$ cat src/rtl/trigger_wheel_gen.sv
// Synthetic N-minus-M trigger wheel generator for EFI bench work.
// Produces a VR/hall style tooth train with a sync gap, per-tooth period ramping and clamping.
module trigger_wheel_gen #(
    parameter int unsigned TEETH_TOTAL = 60,
    parameter int unsigned MISSING     = 2,
    parameter int unsigned PER_W       = 24,
    parameter int unsigned REV_W       = 16,
    parameter bit          INVERT      = 1'b0,
    localparam int unsigned N          = TEETH_TOTAL - MISSING,
    localparam int unsigned IW         = (N > 1) ? $clog2(N) : 1
) (
    input  logic             clk_efi,
    input  logic             rst,
    input  logic             enable,
    input  logic [PER_W-1:0] period_init,
    input  logic [PER_W-1:0] period_step,
    input  logic [PER_W-1:0] period_min,
    input  logic [PER_W-1:0] period_max,
    output logic             vrout,
    output logic [IW-1:0]    tooth_idx,
    output logic             sync,
    output logic [REV_W-1:0] rev_count,
    output logic             running,
    output logic [PER_W-1:0] cur_period
);

    localparam int unsigned GapReps = 2 * MISSING + 1;
    localparam int unsigned RW      = $clog2(GapReps + 1);

    typedef enum logic [1:0] {StIdle, StLow, StHigh} state_e;

    state_e           state_q;
    logic             vrout_q;
    logic [IW-1:0]    tooth_idx_q;
    logic             sync_q;
    logic [REV_W-1:0] rev_count_q;
    logic             running_q;
    logic [PER_W-1:0] cur_period_q;
    logic [PER_W-1:0] cnt_q;
    logic [RW-1:0]    rep_q;

    logic [PER_W+1:0] step_sum;
    logic [PER_W-1:0] period_start;
    logic [PER_W-1:0] period_next;
    logic [IW-1:0]    idx_next;
    logic             last_rep;

    // Unsigned clamp; the sign bit of the widened sum flags a negative result.
    function automatic logic [PER_W-1:0] clamp(input logic [PER_W+1:0] x,
                                               input logic [PER_W-1:0] mn,
                                               input logic [PER_W-1:0] mx);
        logic [PER_W+1:0] lo;
        logic [PER_W+1:0] v;
        lo = {2'b00, (mn == '0) ? {{(PER_W-1){1'b0}}, 1'b1} : mn};
        if (x[PER_W+1] || (x < lo)) v = lo;
        else                        v = x;
        if (v > {2'b00, mx})        v = {2'b00, mx};
        return v[PER_W-1:0];
    endfunction

    function automatic logic [PER_W-1:0] cnt_load(input logic [PER_W-1:0] p);
        return (p == '0) ? '0 : p - PER_W'(1);
    endfunction

    always_comb begin
        step_sum     = {2'b00, cur_period_q} + {{2{period_step[PER_W-1]}}, period_step};
        period_next  = clamp(step_sum, period_min, period_max);
        period_start = clamp({2'b00, period_init}, period_min, period_max);
        idx_next     = (tooth_idx_q == IW'(N - 1)) ? '0 : tooth_idx_q + IW'(1);
        last_rep     = (tooth_idx_q != '0) || (rep_q == RW'(GapReps - 1));
    end

    always_ff @(posedge clk_efi) begin
        if (rst) begin
            state_q      <= StIdle;
            vrout_q      <= 1'b0;
            tooth_idx_q  <= '0;
            sync_q       <= 1'b0;
            rev_count_q  <= '0;
            running_q    <= 1'b0;
            cur_period_q <= '0;
            cnt_q        <= '0;
            rep_q        <= '0;
        end else begin
            sync_q <= 1'b0;
            unique case (state_q)
                StIdle: begin
                    if (enable) begin
                        state_q      <= StLow;
                        tooth_idx_q  <= IW'(1);
                        cur_period_q <= period_start;
                        cnt_q        <= cnt_load(period_start);
                        rep_q        <= '0;
                        running_q    <= 1'b1;
                        vrout_q      <= 1'b0;
                    end
                end
                StLow: begin
                    if (cnt_q != '0) begin
                        cnt_q <= cnt_q - PER_W'(1);
                    end else if (!last_rep) begin
                        // Gap is built by repeating the low phase, not by scaling the period.
                        rep_q <= rep_q + RW'(1);
                        cnt_q <= cnt_load(cur_period_q);
                    end else begin
                        state_q <= StHigh;
                        vrout_q <= 1'b1;
                        cnt_q   <= cnt_load(cur_period_q);
                        rep_q   <= '0;
                        if (tooth_idx_q == '0) begin
                            sync_q      <= 1'b1;
                            rev_count_q <= rev_count_q + REV_W'(1);
                        end
                    end
                    if (!enable) begin
                        state_q   <= StIdle;
                        vrout_q   <= 1'b0;
                        running_q <= 1'b0;
                    end
                end
                StHigh: begin
                    if (cnt_q != '0) begin
                        cnt_q <= cnt_q - PER_W'(1);
                    end else begin
                        state_q     <= StLow;
                        vrout_q     <= 1'b0;
                        tooth_idx_q <= idx_next;
                        if (idx_next != '0) begin
                            cur_period_q <= period_next;
                            cnt_q        <= cnt_load(period_next);
                        end else begin
                            cnt_q <= cnt_load(cur_period_q);
                        end
                    end
                    if (!enable) begin
                        state_q      <= StIdle;
                        vrout_q      <= 1'b0;
                        running_q    <= 1'b0;
                        tooth_idx_q  <= tooth_idx_q;
                        cur_period_q <= cur_period_q;
                    end
                end
                default: state_q <= StIdle;
            endcase
        end
    end

    assign vrout      = vrout_q ^ INVERT;
    assign tooth_idx  = tooth_idx_q;
    assign sync       = sync_q;
    assign rev_count  = rev_count_q;
    assign running    = running_q;
    assign cur_period = cur_period_q;

endmodule

$ cat config.mk
export PLATFORM = sky130hd
export DESIGN_NAME = trigger_wheel_gen
export DESIGN_NICKNAME = d
export VERILOG_FILES = /design/src/rtl/trigger_wheel_gen.sv
export SDC_FILE = /design/constraint.sdc
export NUM_CORES = 1
export LEC_CHECK = 0
export ABC_AREA = 1
export BUFFER_PORTS_ARGS = -buffer_cell sky130_fd_sc_hd__buf_2
export CAP_MARGIN = 20
export CORE_AREA = 2 2 179 181
export DETAILED_ROUTE_END_ITERATION = 12
export DIE_AREA = 0 0 181 183
export GPL_TIMING_DRIVEN = 0
export PLACE_DENSITY_LB_ADDON = 0.1
export RECOVER_POWER = 100
export SYNTH_ARGS = -nofsm -noshare
export SYNTH_HDL_FRONTEND = slang
export SYNTH_SLANG_ARGS = --single-unit
$ cat constraint.sdc
create_clock -name clk_efi -period 8.45 [get_ports clk_efi]
set_clock_uncertainty 0.05 [all_clocks]
set_input_delay 1.2675 -clock clk_efi [delete_from_list [all_inputs] [get_ports clk_efi]]
set_output_delay 1.2675 -clock clk_efi [all_outputs]
set_load 0.02 [all_outputs]
==> results of run 1 <==
## repair_timing
action                                  in CTS  in global routing
endpoints found under the setup margin       0                 24
gates resized for setup                      0                 11
buffers inserted                             0                  3
endpoints found under the hold margin        0                  0
## power by group through the flow
stage	combinational, mW	clock (mW)	sequential, mW
global route	2.21	0.407	0.507
CTS	1.96	0.390	0.500
finish	2.01	0.383	0.500
detailed placement	1.95	0	0.508
global placement	1.94	0	0.507
floorplan	1.31	0	0.501
## flip-flops by register name, indices dropped and copies added (netlist names)
register,cells
rev_count,16
rep_q,3
vrout,1
running,1
cur_period,24
state_q,2
cnt_q,24
tooth_idx,6
sync,1
## Yosys cell counts (5+ instances only)
cell,number
xnor2_1,19
a31oi_1,9
xor2_1,31
nor3_2,5
ha_1,133
clkbuf_1,40
inv_2,7
nand2_1,676
nor2_2,17
nand3_1,170
nand3b_1,6
a21oi_1,175
inv_1,254
nand4_1,30
dfxtp_1,78
and2_1,6
o21ai_0,103
nand3_2,9
nor3_1,29
nor4_1,9
o21a_1,6
buf_2,14
o21ai_1,20
nand2_2,30
nor2_1,249
a211oi_1,5
o211ai_1,29
## placed cells by master, fill, tap and decap left out, types with 12 or more instances in the layout
master / instances
buf_2: 110
nand2_1: 678
a21oi_1: 174
nor2_2: 12
dfxtp_1: 78
clkbuf_1: 90
nor2_1: 253
o211ai_1: 29
inv_1: 254
nand2_2: 27
o21ai_0: 104
nand3_1: 171
o21ai_1: 18
xor2_1: 31
nand4_1: 30
ha_1: 133
xnor2_1: 18
nor3_1: 34
## layout make-up
class / instances / area, um2
inverter: 265 / 994.7
timing repair buffer: 149 / 691.9
multi-input combinational: 1804 / 9504
buffer: 63 / 297.8
tap: 402 / 503.0
sequential: 78 / 1562
clock inverter: 4 / 30.03
clock buffer: 12 / 256.5
fill: 3588 / 17390
## worst reg2reg max path, delay by kind of cell, from the launching register on
kind	cells	cell delay (ps)
xor+xnor	2	690
compound gates	6	1100
buf+inv	4	610
fa+ha+maj	4	1110
simple gates	28	3280
flops	1	520
## cell families (layout without fill, tap and decap cells)
kind of cell	Yosys count	in the layout	share of synthesized area, %
AO/OA/AOI/OAI	362	362	15.99
buffers and inverters	328	493	10.38
adder cells (fa/ha/maj)	134	134	13.60
AND/OR/NAND/NOR	1258	1258	43.88
flip-flops	78	78	12.61
XOR/XNOR	50	50	3.536
## how the worst max path moves through the flow
| stage | cells past startpoint | to | slack (ps) | from |
|---|---|---|---|---|
| final | 48 | cnt_q[11] | 480 | period_step[0] |
| after floorplan | 54 | cnt_q[4] | 1710 | period_step[0] |
| after detailed placement | 52 | cnt_q[18] | -140 | period_step[0] |
| after CTS | 52 | cnt_q[18] | 190 | period_step[0] |
| after global placement | 52 | cnt_q[18] | -180 | period_step[0] |
| after global routing | 53 | cnt_q[11] | 10 | period_step[0] |
## routing by layer
layer	vias to the layer above	global-route usage (%)	wire [um]
met5	-	0	0
met4	0	6.959	1012
met3	55	5.004	4493
met2	582	47.92	22090
met1	6927	43.04	23630
li1	7536	-	-
==> flow_summary.toml, run 1 <==
[critical_path]
crit_arrival_ps = 8200
endpoint_kind = "flip-flop"
cp_common_cell = "nand2_1"
reg2reg_from = "cur_period[0]"
reg2regPathDepth = 44
worst-path-buf-inv = 6
worstPathRequired_ps = 8680
crit_fanout = 10
r2r_slack_ps = 1020
critPathMaxStageDelay_ps = 390
critPathLaunchType = "input port"
critical_path_class = "input port to flip-flop"
cpLargestDelayFamily = "simple AND/OR/NAND/NOR gates"
rr_endpoint = "cnt_q[11]"
cp_slowest_cell = "fa_1"

[synthesis]
synth_largest_area_cell = "nand2_1"
postSynthAreaPerCell_um2 = 5.604
synth_cell_type_count = 52
synth_nets = 2443
postSynthCellCount = 2210
ys_dominant_reg_cell = "dfxtp_1"
synth_warnings = 0
synth_edf_count = 0
synth-seq-area-share_pct = 12.61
ys_ff_latch = 78
ys_async_sr_fraction_pct = 0
ys_top_cells_by_area = "nand2_1, ha_1, dfxtp_1"
netlist_area_um2 = 12390
yosysTopAreaCellShare_pct = 20.49

[timing]
rsz0062_at_grt = "false"
tns_ps = 0
fin_ws_ps = 482.8
period_share_pct = 94.29
hold_violations = 0
period_minus_slack_ps = 7967
fmax_mhz = 125.5
slew_violations = 0
hold_ws_ps = 430.7
worstMarginPinSlew_ps = 1124
relSlewSlack_pct = 24.51
setup_viol = 0

[finish]
antenna_cells = 0
area_growth_pct = 11.74
drive_gt1_share_pct = 9.137
final_area_um2 = 13840
utilization_pct = 44.31
fin_nets = 2603
fin_cells = 2777

[cts]
cts_tree = "built"
cts_buffer_depth = 2
clock_latency_ps = 360
htree_num_levels = 3
numCtsBuffers = 9
path_clk_slew_ps = 60
hold_buffers = 0
clkSinkCount = 78
ctsRootBufferMaster = "clkbuf_16"

[power_and_ir_drop]
internal_power_mw = 1.237
p_switching_mw = 1.659
ir_drop_mv = 0.1063
powerDensity_nw_per_um2 = 209.3
leakagePower_nw = 7.093
p_clk_share_pct = 13.2
seq_power_share_pct = 17.3
swShare_pct = 57.29
p_comb_share_pct = 69.5
p_total_mw = 2.896

[run_status]
status = "finished clean"

[global_routing]
gr-total-overflow = 0
grtUsageTotal_pct = 30.30
antenna_found_initial = 0
grt_start_max_net_pins = 14
grt_pass1_vias = 13520
grt_pass1_wl_um = 76830

[placement]
placed_cell_area_um2 = 13620
post-place-ws_ps = -144.0
io_buffers = 146
routabilityCongestion = 0.9966
dp_cells = 2758
hpwlAfterDp_um = 43430

[route]
drt_iter0_drc = 1476
vias_per_cell = 5.438
totalWireLength_um = 51230
antenna_left = 0
firstDrtPassIters = 7
wl_per_cell_um = 18.45
drc_errors = 0
dr_total_vias = 15100

[floorplanning]
rows = 65
die_h_um = 183
start_util_pct = 39.66
io_pins = 148
die_w_um = 181
die_area_um2 = 33120
coreArea_um2 = 31230

[hold_path]
worst_hold_startpoint = "vrout"
hold_depth = 2
hold_class = "flip-flop to flip-flop"
worstHoldEndpoint = "vrout"

[job]
drv_cap = 0
Power figures use the tool's default switching activity.
==> run 2: changes to the inputs <==
Settings changed: CORE_AREA 2 2 179 181 to 4 4 181 183, DIE_AREA 0 0 181 183 to 0 0 185 187.
==> run 2 against run 1 <==
Effect of this change: global-route usage decreased by 1.2 points; count of clock-buffer cells in the layout is 2 lower; die area up 4.4%; highest routed layer unchanged.
==> flow_summary.toml, run 2 (synthesis gave the netlist of run 1 again) <==
[critical_path]
cpLargestDelayFamily = "simple AND/OR/NAND/NOR gates"
crit_arrival_ps = 8140
worstPathRequired_ps = 8680
worst-path-buf-inv = 7
cp_common_cell = "nand2_1"
critPathMaxStageDelay_ps = 390
critical_path_class = "input port to flip-flop"
endpoint_kind = "flip-flop"
crit_fanout = 10
critPathLaunchType = "input port"
reg2regPathDepth = 44
cp_num_cells = 49
cp_slowest_cell = "fa_1"
r2r_slack_ps = 1010
rr_endpoint = "cnt_q[20]"
reg2reg_from = "cur_period[6]"

[global_routing]
gr-total-overflow = 0
grt_start_max_net_pins = 14
antenna_found_initial = 0
grtUsageTotal_pct = 29.13
grt_pass1_wl_um = 78390
grt_pass1_vias = 13910

[timing]
setup_viol = 0
fin_ws_ps = 534.3
rsz0062_at_grt = "false"
period_share_pct = 93.68
tns_ps = 0
slew_violations = 0
hold_violations = 0
period_minus_slack_ps = 7916
relSlewSlack_pct = 15.52
fmax_mhz = 126.3
worstMarginPinSlew_ps = 1258

[route]
firstDrtPassIters = 6
vias_per_cell = 5.451
totalWireLength_um = 52300
antenna_left = 0
wl_per_cell_um = 18.85
drc_errors = 0
dr_total_vias = 15130
drt_iter0_drc = 1476

[cts]
cts_buffer_depth = 2
cts_tree = "built"
htree_num_levels = 3
path_clk_slew_ps = 60
clkSinkCount = 78
hold_buffers = 0
clock_latency_ps = 350
numCtsBuffers = 9
ctsRootBufferMaster = "clkbuf_16"

[floorplanning]
die_area_um2 = 34600
io_pins = 148
die_w_um = 185
die_h_um = 187
coreArea_um2 = 31230
rows = 65
start_util_pct = 39.66

[placement]
hpwlAfterDp_um = 43980
post-place-ws_ps = -179.6
routabilityCongestion = 1.011
io_buffers = 146

[job]
drv_cap = 0

[run_status]
status = "finished clean"

[finish]
final_cell_mix = "nand2_1, inv_1, nor2_1, a21oi_1, nand3_1"
drive_gt1_share_pct = 9.060
fin_nets = 2602
layout_commonest_cell = "nand2_1"
area_growth_pct = 11.80
antenna_cells = 0

[hold_path]
worst_hold_startpoint = "vrout"
worstHoldEndpoint = "vrout"
hold_depth = 2
hold_class = "flip-flop to flip-flop"

[power_and_ir_drop]
ir_drop_mv = 0.09204
leakagePower_nw = 7.082
powerDensity_nw_per_um2 = 209.4
run 2: repair_timing:
action,4_1_cts,5_1_grt
setup buffers,0,2
resized for setup,0,22
endpoints found under the setup margin,0,24
run 2: power by group:
| group | switching, mW | internal [mW] | leakage, nW |
|---|---|---|---|
| logic | 1.41 | 0.616 | 6.31 |
| clock network | 0.170 | 0.199 | 0.133 |
| registers | 0.0823 | 0.418 | 0.639 |
run 2: per-layer routing:
layer	up-vias	global-route usage, %	share of wire [%]
li1	7553	-	-
met1	6944	42.44	46
met2	583	44.89	43
met3	47	5.893	9.2
met4	0	5.167	1.5
met5	-	0	0
run 2: worst max path at each step:
stage                              start   endpoint  slack, ps
after CTS                 period_step[0]  cnt_q[18]        140
after global placement    period_step[0]  cnt_q[18]       -230
after floorplan           period_step[0]   cnt_q[4]       1710
after global routing      period_step[0]   cnt_q[8]          4
final                     period_step[0]  cnt_q[20]        530
after detailed placement  period_step[0]  cnt_q[18]       -180
run 2: final cells by class:
type	count	area, um2
clock buffer	10	229.0
sequential	78	1562
multi-input combinational	1804	9519
tap	402	503.0
buffer	63	309.0
clock inverter	5	36.28
fill	3591	17380
inverter	265	994.7
timing repair buffer	148	694.4
run 2: worst register-to-register path, delay by kind of cell (launching register included):
family,cells,cell delay [ps]
buf+inv,5,700
flops,1,590
xor+xnor,2,550
simple gates,27,3260
fa+ha+maj,3,990
compound gates,7,1230
run 2: metrics by stage:
| stage | hold slack [ps] | power (mW) | utilization (%) | instance area [um2] | cells |
|---|---|---|---|---|---|
| 2_1_floorplan | 408.7 | 1.811 | - | 12390 | 2210 |
| 3_3_place_gp | 424.0 | 2.451 | 43.61 | 13620 | 2758 |
| 3_5_place_dp | 430.1 | 2.462 | 43.61 | 13620 | 2758 |
| 4_1_cts | 442.5 | 2.837 | 44.46 | 13880 | 2773 |
| 5_1_grt | 468.3 | 3.140 | 44.34 | 13850 | 2775 |
| 6_report | 435.6 | 2.899 | 44.34 | 13850 | 2775 |
==> run 3: changes to the inputs <==
Clock period 8.45 ns to 6.9 ns, I/O delays scaled along.
==> run 3 against run 2 <==
Effect of this change: the run now ends with setup timing left; clock power increased by 23%; flip-flop and latch count unchanged; combinational power increased by 54%; routed wire length increased by 4.7%; via count increased by 3.6%; sequential share of layout area decreased by 1.6 points; power increased by 45%; worst hold slack about the same; design area increased by 16%; sequential power increased by 24%; cell count increased by 2.5%; critical endpoint is now cnt_q[2]; largest cell class unchanged; largest power group unchanged.
==> flow_summary.toml, run 3 (synthesis gave the netlist of run 1 again) <==
[run_status]
status = "finished with violations"
violations = "setup timing"

[finish]
layout_commonest_cell = "nand2_1"
utilization_pct = 51.46
fin_cells = 2844
area_growth_pct = 29.75
final_cell_mix = "nand2_1, inv_1, nor2_1, a21oi_1, nand3_1"
fin_nets = 2671
drive_gt1_share_pct = 21.79
antenna_cells = 0

[timing]
setup_viol = 24
period_minus_slack_ps = 7140
fmax_mhz = 140.1
slew_violations = 0
hold_ws_ps = 435.6
period_share_pct = 103.5
worstMarginPinSlew_ps = 931.2
hold_violations = 0
fin_ws_ps = -240.2
relSlewSlack_pct = 37.92
rsz0062_at_grt = "true"

[power_and_ir_drop]
powerDensity_nw_per_um2 = 260.8
ir_drop_mv = 0.1168
p_total_mw = 4.192
leakagePower_nw = 7.758

[cts]
htree_num_levels = 3
cts_tree = "built"
cts_buffer_depth = 2
hold_buffers = 0
numCtsBuffers = 9
path_clk_slew_ps = 70
clock_latency_ps = 350
ctsRootBufferMaster = "clkbuf_16"
clkSinkCount = 78

[route]
wl_per_cell_um = 19.26
firstDrtPassIters = 6
drc_errors = 0
vias_per_cell = 5.511
dr_total_vias = 15670
totalWireLength_um = 54770
antenna_left = 0
drt_iter0_drc = 1460

[hold_path]
worstHoldEndpoint = "vrout"
worst_hold_startpoint = "vrout"
hold_class = "flip-flop to flip-flop"
hold_depth = 2

[critical_path]
endpoint_kind = "flip-flop"
crit_arrival_ps = 7340
reg2regPathDepth = 50
cp_common_cell = "nand2_1"
reg2reg_from = "cur_period[2]"
worstPathRequired_ps = 7100
critical_path_class = "input port to flip-flop"
worst-path-buf-inv = 6
r2r_slack_ps = -60
crit_fanout = 7
cpLargestDelayFamily = "simple AND/OR/NAND/NOR gates"
critPathLaunchType = "input port"
rr_endpoint = "cnt_q[2]"
cp_slowest_cell = "ha_4"
critPathMaxStageDelay_ps = 260

[placement]
post-place-ws_ps = -1497
io_buffers = 146
dp_cells = 2758
routabilityCongestion = 1.011
hpwlAfterDp_um = 43980

[global_routing]
grt_pass1_wl_um = 81390
gr-total-overflow = 0
grtUsageTotal_pct = 30.13
antenna_found_initial = 0
grt_start_max_net_pins = 14
grt_pass1_vias = 14490

[floorplanning]
rows = 65
coreArea_um2 = 31230
die_w_um = 185
io_pins = 148
die_area_um2 = 34600
die_h_um = 187
start_util_pct = 39.66

[job]
drv_cap = 0
[run 3: worst max path at each step]
stage	slack [ps]	end	depth (start not counted)	startpoint
floorplan	390	cnt_q[4]	54	period_step[0]
global placement	-1540	cnt_q[18]	52	period_step[0]
finish	-240	cnt_q[2]	49	period_step[6]
detailed placement	-1500	cnt_q[18]	52	period_step[0]
CTS	-200	cnt_q[2]	50	period_step[0]
global route	-540	cnt_q[3]	49	period_step[6]
[run 3: final cells by class]
class,instances,area (um2)
Fill cell,3385,15160
Buffer,63,364.1
Clock inverter,5,36.28
Inverter,265,997.2
Sequential cell,78,1562
Timing Repair Buffer,217,1315
Tap cell,402,503.0
Multi-Input combinational cell,1804,11060
Clock buffer,10,229.0
[run 3: routing by layer]
layer  GRT usage, %  wire length, um  vias to the layer above
met5              0                0                        -
met4          6.663             1162                        0
met3          5.737             4792                       72
met2          46.57            24200                      621
met1          43.45            24610                     7304
li1               -                -                     7676
[run 3: repair_timing]
item / in CTS / in global routing
cloned: 3 / 1
pin swaps: 71 / 75
setup endpoints to repair: 27 / 24
buffers inserted: 44 / 24
resized for setup: 192 / 179
[run 3: where the power goes]
group	internal [mW]	switching [mW]
clock network	0.244	0.211
registers	0.512	0.107
logic	1.08	2.03
[run 3: worst min-delay path, stage by stage (launching register included)]
cell and delay (ps):
dfxtp_1 310, inv_1 50, a221oi_1 60
[run 3: stage by stage]
stage               instance area, um2  TNS (ps)
floorplan                        12390         0
global placement                 13620    -37060
detailed placement               13620    -37160
CTS                              15100     -2737
global route                     16070    -11680
finish                           16070     -4354
